===== src/rtl/serial_logic_unit.sv =====
// serial_logic_unit: 32-bit bitwise AND/OR/XOR/NOR computed one byte per cycle, result registered on R with zero/busy/done flags
module serial_logic_unit (
  input  logic        clk,
  input  logic        rst,
  input  logic        start,
  input  logic [1:0]  op,
  input  logic [31:0] A,
  input  logic [31:0] B,
  output logic [31:0] R,
  output logic        zero,
  output logic        busy,
  output logic        done
);
  typedef enum logic [1:0] {IDLE, RUN, DONE} state_t;
  state_t state, next;
  logic [1:0] cnt, op_q;
  logic [31:0] a_q, b_q, acc, full;
  logic [7:0] a_b, b_b, r_b;
  always_ff @(posedge clk) state <= rst ? IDLE : next;
  always_comb begin
    next = state == IDLE ? (start ? RUN : IDLE) :
           state == RUN  ? (cnt == 2'd3 ? DONE : RUN) :
                           (start ? RUN : IDLE);
  end
  always_comb begin
    busy = state == RUN;
    done = state == DONE;
  end
  always_comb begin
    a_b = a_q[{cnt, 3'd0} +: 8];
    b_b = b_q[{cnt, 3'd0} +: 8];
    r_b = op_q == 2'd0 ? a_b & b_b :
          op_q == 2'd1 ? a_b | b_b :
          op_q == 2'd2 ? a_b ^ b_b : ~(a_b | b_b);
    full = acc;
    full[{cnt, 3'd0} +: 8] = r_b;
  end
  always_ff @(posedge clk) begin
    if (rst) begin
      cnt  <= 2'd0;
      op_q <= 2'd0;
      a_q  <= 32'h0;
      b_q  <= 32'h0;
      acc  <= 32'h0;
      R    <= 32'h0;
      zero <= 1'b1;
    end else begin
      if (start && state != RUN) begin
        a_q  <= A;
        b_q  <= B;
        op_q <= op;
        cnt  <= 2'd0;
      end
      if (state == RUN) begin
        acc <= full;
        cnt <= cnt + 2'd1;
        if (cnt == 2'd3) begin
          R    <= full;
          zero <= full == 32'h0;
        end
      end
    end
  end
endmodule


===== config.mk =====
export PLATFORM = sky130hd
export DESIGN_NAME = serial_logic_unit
export DESIGN_NICKNAME = d
export VERILOG_FILES = /design/src/rtl/serial_logic_unit.sv
export SDC_FILE = /design/constraint.sdc
export NUM_CORES = 1
export LEC_CHECK = 0
export BUFFER_PORTS_ARGS = -buffer_cell sky130_fd_sc_hd__buf_2
export CAP_MARGIN = 0
export CELL_PAD_IN_SITES_DETAIL_PLACEMENT = 1
export CELL_PAD_IN_SITES_GLOBAL_PLACEMENT = 1
export CORE_ASPECT_RATIO = 0.6
export CORE_MARGIN = 5
export CORE_UTILIZATION = 38
export DETAILED_ROUTE_END_ITERATION = 16
export PLACE_DENSITY = 0.75
export SLEW_MARGIN = 30
export SYNTH_ARGS = -nofsm -noshare
export SYNTH_HDL_FRONTEND = slang
export SYNTH_SLANG_ARGS = --single-unit

===== constraint.sdc =====
create_clock -name clk -period 3.1 [get_ports clk]
set_input_delay 0.31 -clock clk [delete_from_list [all_inputs] [get_ports clk]]
set_output_delay 0.31 -clock clk [all_outputs]
set_load 0.005 [all_outputs]

==> Yosys cells after proc, flatten, opt, wreduce, memory -nomap -nowiden <==
Index checks and enable logic that the tools add are counted.
{ "op_classes": {"n_addsub": 2, "mux": 10, "shifts": 4, "bitwise": 4, "reduce_logical": 6, "eq_ne": 6} }
{ "op_table": {"columns": ["cell", "n"], "rows": [
  ["indexed part select 32 x 6 -> 8 bit", 2],
  ["bitwise mux 32 bit", 1],
  ["logical NOT 32 bit", 1],
  ["variable shift 8 x 7 -> 32 bit, first input constant", 1],
  ["indexed part select 8 x 7 -> 32 bit", 1],
  ["2-to-1 mux 8 bit", 3],
  ["2-to-1 mux 2 bit", 5],
  ["bitwise AND 8 bit", 1],
  ["inverter 8 bit", 1],
  ["bitwise OR 8 bit", 1],
  ["XOR 8 bit", 1],
  ["negation 5 -> 7 bit", 1],
  ["equality test 2 bit, second input constant", 3],
  ["equality test 2 x 1 -> 1 bit, second input constant", 2],
  ["logical NOT 2 bit", 2],
  ["adder 2 x 1 -> 2 bit, second input constant", 1],
  ["!= test 2 x 1 -> 1 bit, second input constant", 1],
  ["AND reduction 2 bit", 1],
  ["nonzero test 2 bit", 1],
  ["logical AND 1 bit", 1],
  ["2-to-1 mux 1 bit", 1]
]} }
{ "word_totals": {"output_inout_bits": 35, "input_bits": 69, "register_bits": 135, "wordCells": 40} }

==> Logic depth before layout (Yosys ltp) <==
Gate-level depths: netlist of run 1.
{ "depth": {"word_depth": 9, "depth_mapped": 11, "depth_no_buf": 9} }

==> Worst setup path before layout of run 1 <==
Ideal clock, no wire load.
{ "synth_path": {"path_kind": "flip-flop to flip-flop", "start": "register cnt[0]", "end": "register zero", "n_path_buf": 2, "setup_ns": 0.069, "slack_ns": -0.274, "period_less_slack_ns": 3.374, "stages_incl_launch_ff": 11, "t_arrival_ns": 3.305, "required_time_ns": 3.031, "path_cell_list": "dfxtp_1 buf_2 buf_2 mux4_2 inv_1 ha_1 mux4_2 o32ai_2 o21ai_1 or4_1 o21ai_1"} }
{ "synth_between": {"elab_chain_len": 9, "elab_cells_between_ends": 16, "cone_classes": "1 x add/sub; 1 x eq/ne; 4 x shift; 4 x mux; 4 x bitwise; 2 x reduce/logical"} }
{ "synth_rtl": {"columns": ["element", "line", "rtl"], "rows": [
  ["start: declaration", "16", "logic [1:0] cnt, op_q;"],
  ["start signal: assignment", "56", "cnt <= cnt + 2'd1;"],
  ["indexed part select 32 x 6 -> 8 bit, on equally long branches", "30, 31", null],
  ["bitwise OR 8 bit", "33, 34", null],
  ["inverter 8 bit", "34", "op_q == 2'd2 ? a_b ^ b_b : ~(a_b | b_b);"],
  ["2-to-1 mux 8 bit", "34", null],
  ["2-to-1 mux 8 bit", "33", "op_q == 2'd1 ? a_b | b_b :"],
  ["2-to-1 mux 8 bit", "32", "r_b = op_q == 2'd0 ? a_b & b_b :"],
  ["indexed part select 8 x 7 -> 32 bit", "36", "full[{cnt, 3'd0} +: 8] = r_b;"],
  ["bitwise mux 32 bit", "36", null],
  ["logical NOT 32 bit", "59", "zero <= full == 32'h0;"],
  ["end signal: assignment", "46", "zero <= 1'b1;"],
  ["end signal: assignment", "59", null],
  ["end: declaration", "10", "output logic zero,"]
]} }
Parallel ways exist; a longest one is shown, timed or not.
A chain may end at the register's enable or synchronous reset.

==> Worst setup path after layout of run 1 <==
Same ends and word-level chain as after synthesis.

==> metrics.yaml, run 1 <==
run_status:
  outcome: "complete, no violations"
setup_path:
  arrival_ps: 3340
  critPathMaxFanout: 5
  start_kind: "flop"
  crit_type: "reg2reg"
  critPathCaptureType: "flop"
  required_ps: 3460
layout:
  nFillCells: 1814
  layout_commonest_cell: "nand2_1"
  drive_above_1_share: 0.239
  nNetsFinal: 898
  final_cell_mix: "141 x nand2_1, 134 x dfxtp_1, 102 x buf_2, 84 x a21oi_1, 74 x nor2_1"
  seq_area_mm2: 0.00271
  design_area_mm2: 0.00753
  multi_input_area_mm2: 0.00309
  area_delta_synth_final_pct: 23.1
  diodes: 0
placement:
  port_buffers: 103
  gp_congestion: 0.868
  place_area_mm2: 0.00689
  place_hpwl_mm: 14.1
pwr:
  pwr-share-comb: 0.125
  ir_drop_mv: 0.289
  p_clk_frac: 0.458
  p_int_mw: 3.32
  power.density_mw_per_mm2: 603
  power_switching_mw: 1.23
  leakagePower_nw: 3.03
  p_seq_frac: 0.416
  swShare: 0.270
floorplan:
  chipHeight_um: 108
  coreArea_mm2: 0.0155
  die_area_mm2: 0.0188
  die_w_um: 174
  start_util: 0.394
  num_rows: 35
  io_pins: 104
synthesis:
  ys.warnings.count: 0
  async_flop_share: 0
  synth-seq-area-share: 0.442
  avgSynthCellArea_um2: 8.69
  synth-edff-count: 0
  syn_nets: 803
  synth.distinct_cells: 36
  syn_inst: 704
  ys_ff_latch: 135
  synth_ff_type: "dfxtp_1"
  syn-cell-area_mm2: 0.00612
clock_network:
  path_clk_slew_ps: 60
  cts_sinks: 135
  clockBufferDepth: 2
  clk_latency_ps: 420
  cts_tree: "done"
  cts-root-buf: "clkbuf_16"
  h-tree-depth: 4
  holdBufCountCts: 0
  numCtsBuffers: 17
grt:
  grt_usage: 0.210
  grt_max_degree: 71
  antenna_found_initial: 0
  overflow: 0
  use_met2: 0.334
  globalRouteMet3Util: 0.0493
  grt_pass1_vias: 5833
  grt_pass1_wl_mm: 31.3
  grt-busiest-layer: "met2"
  grtUsageMet1: 0.290
routing:
  ant_nets: 0
  vias: 5575
  viasPerCell: 5.49
  wirelength_mm: 19.6
  wl_per_cell_um: 19.3
  drc: 0
  dr.pass1.iters: 4
  drt_iter0_markers: 375
hold_path:
  hold_class: "in2reg"
sta:
  finalHoldViolations: 0
  finClkSkew_ps: 10.1
  worst_pin_slew_ps: 718
  period_share: 0.962
  finalSetupViolations: 0
  max_freq_ghz: 0.335
  finalSetupTns_ps: 0
  grt_setup_unrepaired: "false"
  report.final.slew_viol_count: 0
  period_minus_slack_ps: 2980
  max_slew_margin: 0.521
flow_run:
  cap_violations: 0
## state kept, by name, indices dropped and copies added, names as in the netlist
register  count
zero          1
state         2
b_q          32
R            32
acc          32
op_q          2
a_q          32
cnt           2
## worst max-delay path: stages (launching register included)
cell     delay (ps)
dfxtp_4         370
buf_6           130
mux4_2          550
inv_2            90
ha_1            220
mux4_2          480
buf_4           170
o32ai_2         210
o21ai_1         130
or4_1           430
o21ai_1         150
## through the flow
step	instances	util	power, mW	hold slack, ps	setup WS (ps)
floorplan	704	-	2.26	433	41.4
global placement	979	0.443	2.43	443	157
detailed placement	979	0.443	2.47	451	16.4
CTS	1013	0.483	4.57	121	62.5
global route	1015	0.485	4.72	130	27.5
finish	1015	0.485	4.54	128	117
## Yosys cell counts (9+ instances only)
library cell  number  share of area
ha_1              30          0.061
mux4_2            20          0.074
nor3_1             9         0.0074
buf_1              9         0.0055
dfxtp_1          135           0.44
clkbuf_1          42          0.026
nand2_1          142          0.087
a21oi_1           85          0.070
a211oi_1          54          0.066
nor2_1            74          0.045
a22oi_1           20          0.025
inv_1             28          0.017
## area by class of cell
| class | count | area share |
|---|---|---|
| Tap cell | 203 | 0.0337 |
| Multi-Input combinational cell | 484 | 0.411 |
| Timing Repair Buffer | 131 | 0.101 |
| Clock inverter | 14 | 0.0231 |
| Clock buffer | 18 | 0.0570 |
| Sequential cell | 135 | 0.359 |
| Inverter | 30 | 0.0149 |
## worst paths after layout
kind | startpoint | endpoint | slack, ps | depth (start not counted)
min | B[5] | b_q[5] | 130 | 3
max reg2reg | cnt[0] | zero | 120 | 10
max | cnt[0] | zero | 120 | 10
min reg2reg | b_q[29] | b_q[29] | 460 | 2
## timing repair
item                       CTS  global route
pin swaps                    0             3
setup endpoints to repair    1             1
buffers inserted             2             2
gates resized for setup      0            12
## power groups by stage
stage	clock [mW]	combinational [mW]	sequential (mW)
final	2.08	0.570	1.89
after global routing	2.19	0.628	1.90
after CTS	2.12	0.560	1.89
after detailed placement	0	0.546	1.93
after global placement	0	0.509	1.92
after floorplan	0	0.365	1.89
## kinds of logic (layout without fill, tap and decap cells)
logic type,Yosys count,in the layout,synth area share
muxes,24,24,0.0908
DFF,135,135,0.442
adders and majority gates,30,30,0.0613
buffers and inverters,85,193,0.0540
and+or+nand+nor,252,252,0.169
AOI/OAI and AO/OA,178,178,0.183
## per-layer routing
layer,up-vias,wire length [µm]
met4,0,217
met2,159,8940
li1,2639,-
met1,2754,9210
met3,23,1250
met5,-,0
(Power assumes the default switching activity.)
==> run 2: changes to the inputs <==
- ABC_AREA: not set -> 1
- CORE_UTILIZATION: 38 -> 40
- CTS_CLUSTER_DIAMETER: not set -> 120
- PLACE_DENSITY: 0.75 -> 0.78
- clock period: 3.1 -> 2.9 ns (I/O delays scaled with it)
==> run 2 against run 1 <==
Power increased by 13%. Combinational power increased by 45%. Area after synthesis increased by 6.1%. Setup slack improved by 6.5 ps. Register-to-register slack about the same. Sequential share of layout area decreased by 2.0 points. Sequential power increased by 8%. Global-route usage increased by 2.0 points. Clock-buffer cell count unchanged. Clock power increased by 9%.
==> metrics.yaml, run 2 <==
synthesis:
  synth.most_common_cell: "nand2_1"
  avgSynthCellArea_um2: 7.02  # -19%
  syn_inst: 925  # +31%
  synthTopCellsByArea: "dfxtp_1 42%, nand2_1 9.9%, nor2_1 8.9%"
  synth_ff_type: "dfxtp_1"
  synth-edff-count: 0  # unchanged
  async_flop_share: 0  # unchanged
  yosysTopAreaCell: "dfxtp_1"
  syn_nets: 1024  # +28%
  synth_top_area_frac: 0.416  # -0.0255
  synthTopCellsByCount: "172 x nand2_1, 154 x nor2_1, 135 x dfxtp_1, 106 x o21ai_0, 100 x inv_1"
  syn-cell-area_mm2: 0.00649  # +6.1%
  synth-seq-area-share: 0.416  # -0.0255
  ys.warnings.count: 0  # unchanged
  synth.distinct_cells: 29  # -19%
  ys_ff_latch: 135  # unchanged
setup_path:
  crit_slowest_cell: "dfxtp_2"
  cp_cell_sequence: "clkinvlp_4 > buf_4 > buf_4 > a32oi_1 > inv_1 > ha_1 > nand3_1 > nand2_1 > inv_1 > nand2_1 > nand4_1 > o21ai_2 > nor2_1 > nand2_1 > nor2_1 > nand3_1 > nand2_1"
  reg2reg_to: "zero"
  r2r_slack_ps: 120  # about the same
  slowest_delay_ps: 400  # -150 ps
  arrival_ps: 3090  # -250 ps
  rr_worst_depth: 17  # +7
  required_ps: 3210  # -250 ps
  start_kind: "flop"
  cp-endpoint: "zero"
  crit_type: "reg2reg"
  critPathMaxFanout: 5  # unchanged
  crit_start: "cnt[1]"
  reg2reg_from: "cnt[1]"
  critPathCaptureType: "flop"
  crit_top_cell: "nand2_1"
sta:
  report.final.slew_viol_count: 0  # unchanged
  period_share: 0.957  # -0.00485
  finClkSkew_ps: 10.8  # +0.710 ps
  finalHoldViolations: 0  # unchanged
  worst_pin_slew_ps: 905  # +187 ps
  max_freq_ghz: 0.360  # +7.4%
  period_minus_slack_ps: 2780  # -206 ps
  finalSetupViolations: 0  # unchanged
  holdWs_ps: 88.9  # -38.8 ps
  max_slew_margin: 0.396  # -0.126
routing:
  drc: 0  # unchanged
  wirelength_mm: 21.9  # +12%
  drt_iter0_markers: 443  # +18%
  wl_per_cell_um: 17.8  # -8.2%
  ant_nets: 0  # unchanged
  vias: 6470  # +16%
  viasPerCell: 5.23  # -4.7%
  dr.pass1.iters: 5  # +1
clock_network:
  cts_tree: "done"
  h-tree-depth: 4  # unchanged
  cts_sinks: 135  # unchanged
  path_clk_slew_ps: 60  # about the same
  clockBufferDepth: 2  # unchanged
  cts-root-buf: "clkbuf_16"
  holdBufCountCts: 0  # unchanged
  numCtsBuffers: 17  # unchanged
  clk_latency_ps: 420  # about the same
layout:
  nNetsFinal: 1115  # +24%
  nFillCells: 2061  # +14%
  area_delta_synth_final_pct: 22.7
  final_cell_mix: "171 x nand2_1, 152 x nor2_1, 133 x dfxtp_1, 104 x o21ai_0, 103 x buf_2"
  drive_above_1_share: 0.177  # -0.0617
  final_util: 0.495  # +0.0107
  final_cells: 1236  # +22%
  layout_commonest_cell: "nand2_1"
  design_area_mm2: 0.00796  # +5.7%
  diodes: 0  # unchanged
flow_run:
  cap_violations: 0  # unchanged
floorplan:
  num_rows: 36  # +2.9%
  start_util: 0.404  # +0.0102
  die_w_um: 174  # +0.38%
  chipHeight_um: 109  # +0.36%
  io_pins: 104  # unchanged
  die_area_mm2: 0.0190  # +0.75%
  coreArea_mm2: 0.0161  # +3.4%
pwr:
  p_int_mw: 3.68  # +11%
  power_switching_mw: 1.45  # +19%
  pwr-share-comb: 0.161  # +0.036
  leakagePower_nw: 3.83  # +26%
  p_clk_frac: 0.441  # -0.017
  swShare: 0.283  # +0.0131
  ir_drop_mv: 0.283  # -2.1%
  power.density_mw_per_mm2: 645  # +6.9%
  p_seq_frac: 0.398  # -0.018
grt:
  grt_pass1_wl_mm: 34.3  # +9.5%
  grt_pass1_vias: 6374  # +9.3%
  grt_max_degree: 65  # -8.5%
  antenna_found_initial: 0  # unchanged
  grt_usage: 0.230  # +0.0196
  overflow: 0  # unchanged
hold_path:
  hold_depth: 3  # unchanged
  hold_class: "in2reg"
placement:
  place_area_mm2: 0.00721  # +4.7%
  place_hpwl_mm: 15.8  # +11%
  placed_cells: 1200  # +23%
  gp_congestion: 0.893  # +3.0%
  port_buffers: 103  # unchanged
run_status:
  outcome: "complete, no violations"
==> run 2: changes by cell type after synthesis, moves of 8 or more <==
cell,change
a21oi_1,-61
nand3_1,+56
nand4_1,+14
a22oi_1,-20
a211oi_1,-53
a32oi_1,+14
nand2_1,+30
inv_1,+72
o21ai_0,+101
nor2b_1,-8
o211ai_1,+30
mux4_2,-20
nor2_1,+80
==> run 2: metrics by stage <==
step / TNS, ps / power (mW) / setup slack (ps)
global route: -35.9 / 5.34 / -35.9
global placement: 0 / 2.83 / 14.3
finish: 0 / 5.14 / 124
detailed placement: -186 / 2.85 / -124
CTS: 0 / 5.12 / 50.4
floorplan: 0 / 2.58 / 360
==> run 2: layout make-up <==
cell class                 instances  area (µm²)  area share
clock inverter                    12         179      0.0225
sequential                       135        2710       0.340
tap                              209         262      0.0328
inverter                         106         405      0.0509
multi-input combinational        629        3230       0.405
timing repair buffer             126         751      0.0943
clock buffer                      18         429      0.0539
timing repair inverter             1        7.51    0.000943
==> run 2: repair_timing <==
| item | in CTS | in global routing |
|---|---|---|
| cloned | 1 | 1 |
| buffers inserted | 2 | 2 |
| resized for setup | 1 | 18 |
| pin swaps | 0 | 0 |
| setup endpoints to repair | 3 | 8 |
==> run 2: cell families (layout without fill, tap and decap cells) <==
| kind of cell | Yosys count | after routing | synth area share |
|---|---|---|---|
| and+or+nand+nor | 413 | 413 | 0.264 |
| AOI/OAI and AO/OA | 186 | 186 | 0.166 |
| buffers and inverters | 161 | 263 | 0.0960 |
| DFF | 135 | 135 | 0.416 |
| adders and majority gates | 30 | 30 | 0.0578 |
==> run 2: worst min-delay path by stage <==
stage,startpoint,endpoint,slack [ps]
5_1_grt,B[24],b_q[24],100
3_3_place_gp,R[27],R[27],460
3_5_place_dp,R[27],R[27],470
4_1_cts,A[11],a_q[11],80
2_1_floorplan,A[0],a_q[0],420
6_report,B[6],b_q[6],90
==> run 2: worst max-delay path, delay by kind of cell, from the launching register on <==
family	cells	cell delay, ps
simple gates	9	780
buf+inv	5	610
fa+ha+maj	1	290
flops	1	400
compound gates	2	590
==> run 2: layer usage <==
layer,vias up,track usage,share of wire
met5,-,0,0
met4,0,0.0474,0.0087
met3,18,0.0658,0.079
met2,183,0.317,0.39
met1,3081,0.352,0.52
li1,3188,-,-
==> run 2: power groups by stage <==
stage | clock network [mW] | logic [mW] | registers (mW)
final | 2.27 | 0.825 | 2.05
after CTS | 2.29 | 0.786 | 2.04
after detailed placement | 0 | 0.773 | 2.08
after global routing | 2.36 | 0.928 | 2.06
after global placement | 0 | 0.754 | 2.08
after floorplan | 0 | 0.533 | 2.05
==> run 3: changes to the inputs <==
- ABC_AREA: 1 -> not set
- GPL_TIMING_DRIVEN: not set -> 0
- PLACE_DENSITY: 0.78 -> 0.75
==> run 3 against run 2 <==
The run now ends with negative setup slack left. Non-clock buffer count increased by 50. Power down 4.6%. Sequential share of layout area up 0.52 points. Global-route usage grew 1.7 points. Sequential power is 2% lower. Largest power group unchanged. Design area down 1.4%. Register-to-register slack worse by 360 ps. Critical path type unchanged. Die area fell by 5.3%.
==> metrics.yaml, run 3 (same netlist as run 1, synthesis figures left out) <==
setup_path:
  required_ps: 3250  # +40 ps
  critPathCaptureType: "flop"
  start_kind: "flop"
  r2r_slack_ps: -230  # -360 ps
  reg2reg_to: "zero"
  reg2reg_from: "cnt[0]"
  cp-endpoint: "zero"
  arrival_ps: 3480  # +390 ps
  rr_worst_depth: 10  # -7
  crit_type: "reg2reg"
  critPathMaxFanout: 6  # +1
  crit_start: "cnt[0]"
hold_path:
  hold_class: "in2reg"
sta:
  worst_pin_slew_ps: 741  # -164 ps
  period_minus_slack_ps: 3130  # +357 ps
  report.final.slew_viol_count: 0  # unchanged
  max_freq_ghz: 0.319  # -11%
  grt_setup_unrepaired: "true"
  finalSetupTns_ps: -233  # -233 ps
  finalHoldViolations: 0  # unchanged
  period_share: 1.08  # +0.123
  finalSetupViolations: 1  # +1
  layout_setup_ws_ps: -233  # -357 ps
  holdWs_ps: 102  # +12.8 ps
  finClkSkew_ps: 15.9  # +5.14 ps
  max_slew_margin: 0.506  # +0.110
layout:
  final_cell_mix: "141 x nand2_1, 133 x dfxtp_1, 103 x buf_2, 82 x a21oi_1, 74 x nor2_1"
  drive_above_1_share: 0.257  # +0.0798
  nNetsFinal: 943  # -15%
  area_delta_synth_final_pct: 28.3
  nFillCells: 1802  # -13%
  seq_area_mm2: 0.00271  # about the same
  multi_input_area_mm2: 0.00321  # -0.35%
  diodes: 0  # unchanged
  layout_commonest_cell: "nand2_1"
placement:
  dp_slack_ps: -656  # -532 ps
  place_hpwl_mm: 15.5  # -1.7%
  port_buffers: 102  # -0.97%
  gp_congestion: 0.876  # -1.9%
floorplan:
  coreArea_mm2: 0.0152  # -5.8%
  num_rows: 35  # -2.8%
  io_pins: 104  # unchanged
  die_w_um: 170  # -2.8%
  start_util: 0.404  # about the same
  die_area_mm2: 0.0180  # -5.3%
  chipHeight_um: 106  # -2.7%
flow_run:
  cap_violations: 0  # unchanged
clock_network:
  cts-root-buf: "clkbuf_16"
  clk_latency_ps: 430  # about the same
  holdBufCountCts: 0  # unchanged
  h-tree-depth: 4  # unchanged
  numCtsBuffers: 17  # unchanged
  cts_tree: "done"
  cts_sinks: 135  # unchanged
  clockBufferDepth: 2  # unchanged
  path_clk_slew_ps: 60  # about the same
routing:
  drc: 0  # unchanged
  dr.pass1.iters: 5  # unchanged
  drt_iter0_markers: 475  # +7.2%
  vias: 5961  # -7.9%
  wirelength_mm: 22.1  # +0.61%
  ant_nets: 0  # unchanged
  viasPerCell: 5.63  # +7.5%
  wl_per_cell_um: 20.8  # +17%
pwr:
  leakagePower_nw: 3.10  # -19%
  power.density_mw_per_mm2: 624  # -3.3%
  ir_drop_mv: 0.358  # +27%
grt:
  grt_pass1_vias: 6198  # -2.8%
  grt_usage: 0.247  # +0.0170
  grt_pass1_wl_mm: 34.4  # +0.38%
  overflow: 0  # unchanged
  grt_max_degree: 17  # -74%
  antenna_found_initial: 0  # unchanged
run_status:
  outcome: "complete, but fails checks"
  violations: "negative setup slack"
-- run 3: changes by cell type in the layout (fill, tap and decap cells not counted), moves of 30 or more --
cell	change
o21ai_0	-101
inv_1	-78
nor2_1	-78
a21oi_1	+58
nand3_1	-55
a211oi_1	+51
clkbuf_1	+39
nand2_1	-30
o211ai_1	-30
-- run 3: critical path, stage by stage, from the launching register on --
cell and delay (ps):
dfxtp_4 360, buf_12 140, buf_12 150, mux4_2 610
inv_4 120, ha_4 200, mux4_2 550, o21ai_1 180
nand2_1 80, or4_1 540, o21ai_1 140
-- run 3: how the worst min path moves through the flow --
stage | endpoint | startpoint | depth (start not counted) | slack, ps
4_1_cts | a_q[14] | A[14] | 3 | 100
2_1_floorplan | a_q[0] | A[0] | 2 | 430
3_5_place_dp | b_q[15] | b_q[15] | 2 | 450
3_3_place_gp | a_q[7] | a_q[7] | 2 | 440
6_report | a_q[6] | A[6] | 3 | 100
5_1_grt | b_q[3] | B[3] | 3 | 100
-- run 3: layout make-up --
| class | count | area share |
|---|---|---|
| Buffer | 55 | 0.0339 |
| Clock buffer | 18 | 0.0559 |
| Clock inverter | 13 | 0.0182 |
| Inverter | 30 | 0.0147 |
| Multi-Input combinational cell | 484 | 0.409 |
| Sequential cell | 135 | 0.345 |
| Tap cell | 203 | 0.0324 |
| Timing Repair Buffer | 121 | 0.0907 |
-- run 3: stage by stage --
stage           util  total power, mW  cell area (µm²)  std cells
2_1_floorplan      -             2.42             6140        704
3_3_place_gp   0.456             2.61             6910       1009
3_5_place_dp   0.456             2.65             6910       1009
4_1_cts        0.507             4.86             7680       1058
5_1_grt        0.518             5.07             7850       1059
6_report       0.518             4.90             7850       1059
-- run 3: where the power goes --
part | switching [mW] | internal, mW | total [mW]
combinational | 0.444 | 0.281 | 0.725
clock | 0.877 | 1.29 | 2.17
sequential | 0.0584 | 1.95 | 2.00
total | 1.38 | 3.52 | 4.90
-- run 3: what timing repair did --
item	in CTS	in global routing
buffers inserted	17	1
setup endpoints to repair	44	32
gates cloned	1	0
gates resized for setup	16	36
pin swaps	3	4
-- run 3: metal layers --
layer | part of all wire | GRT usage | up-vias
met4 | 0.016 | 0.0626 | 0
li1 | - | - | 2736
met2 | 0.44 | 0.371 | 204
met1 | 0.47 | 0.352 | 2986
met3 | 0.075 | 0.0637 | 35
met5 | 0 | 0 | -
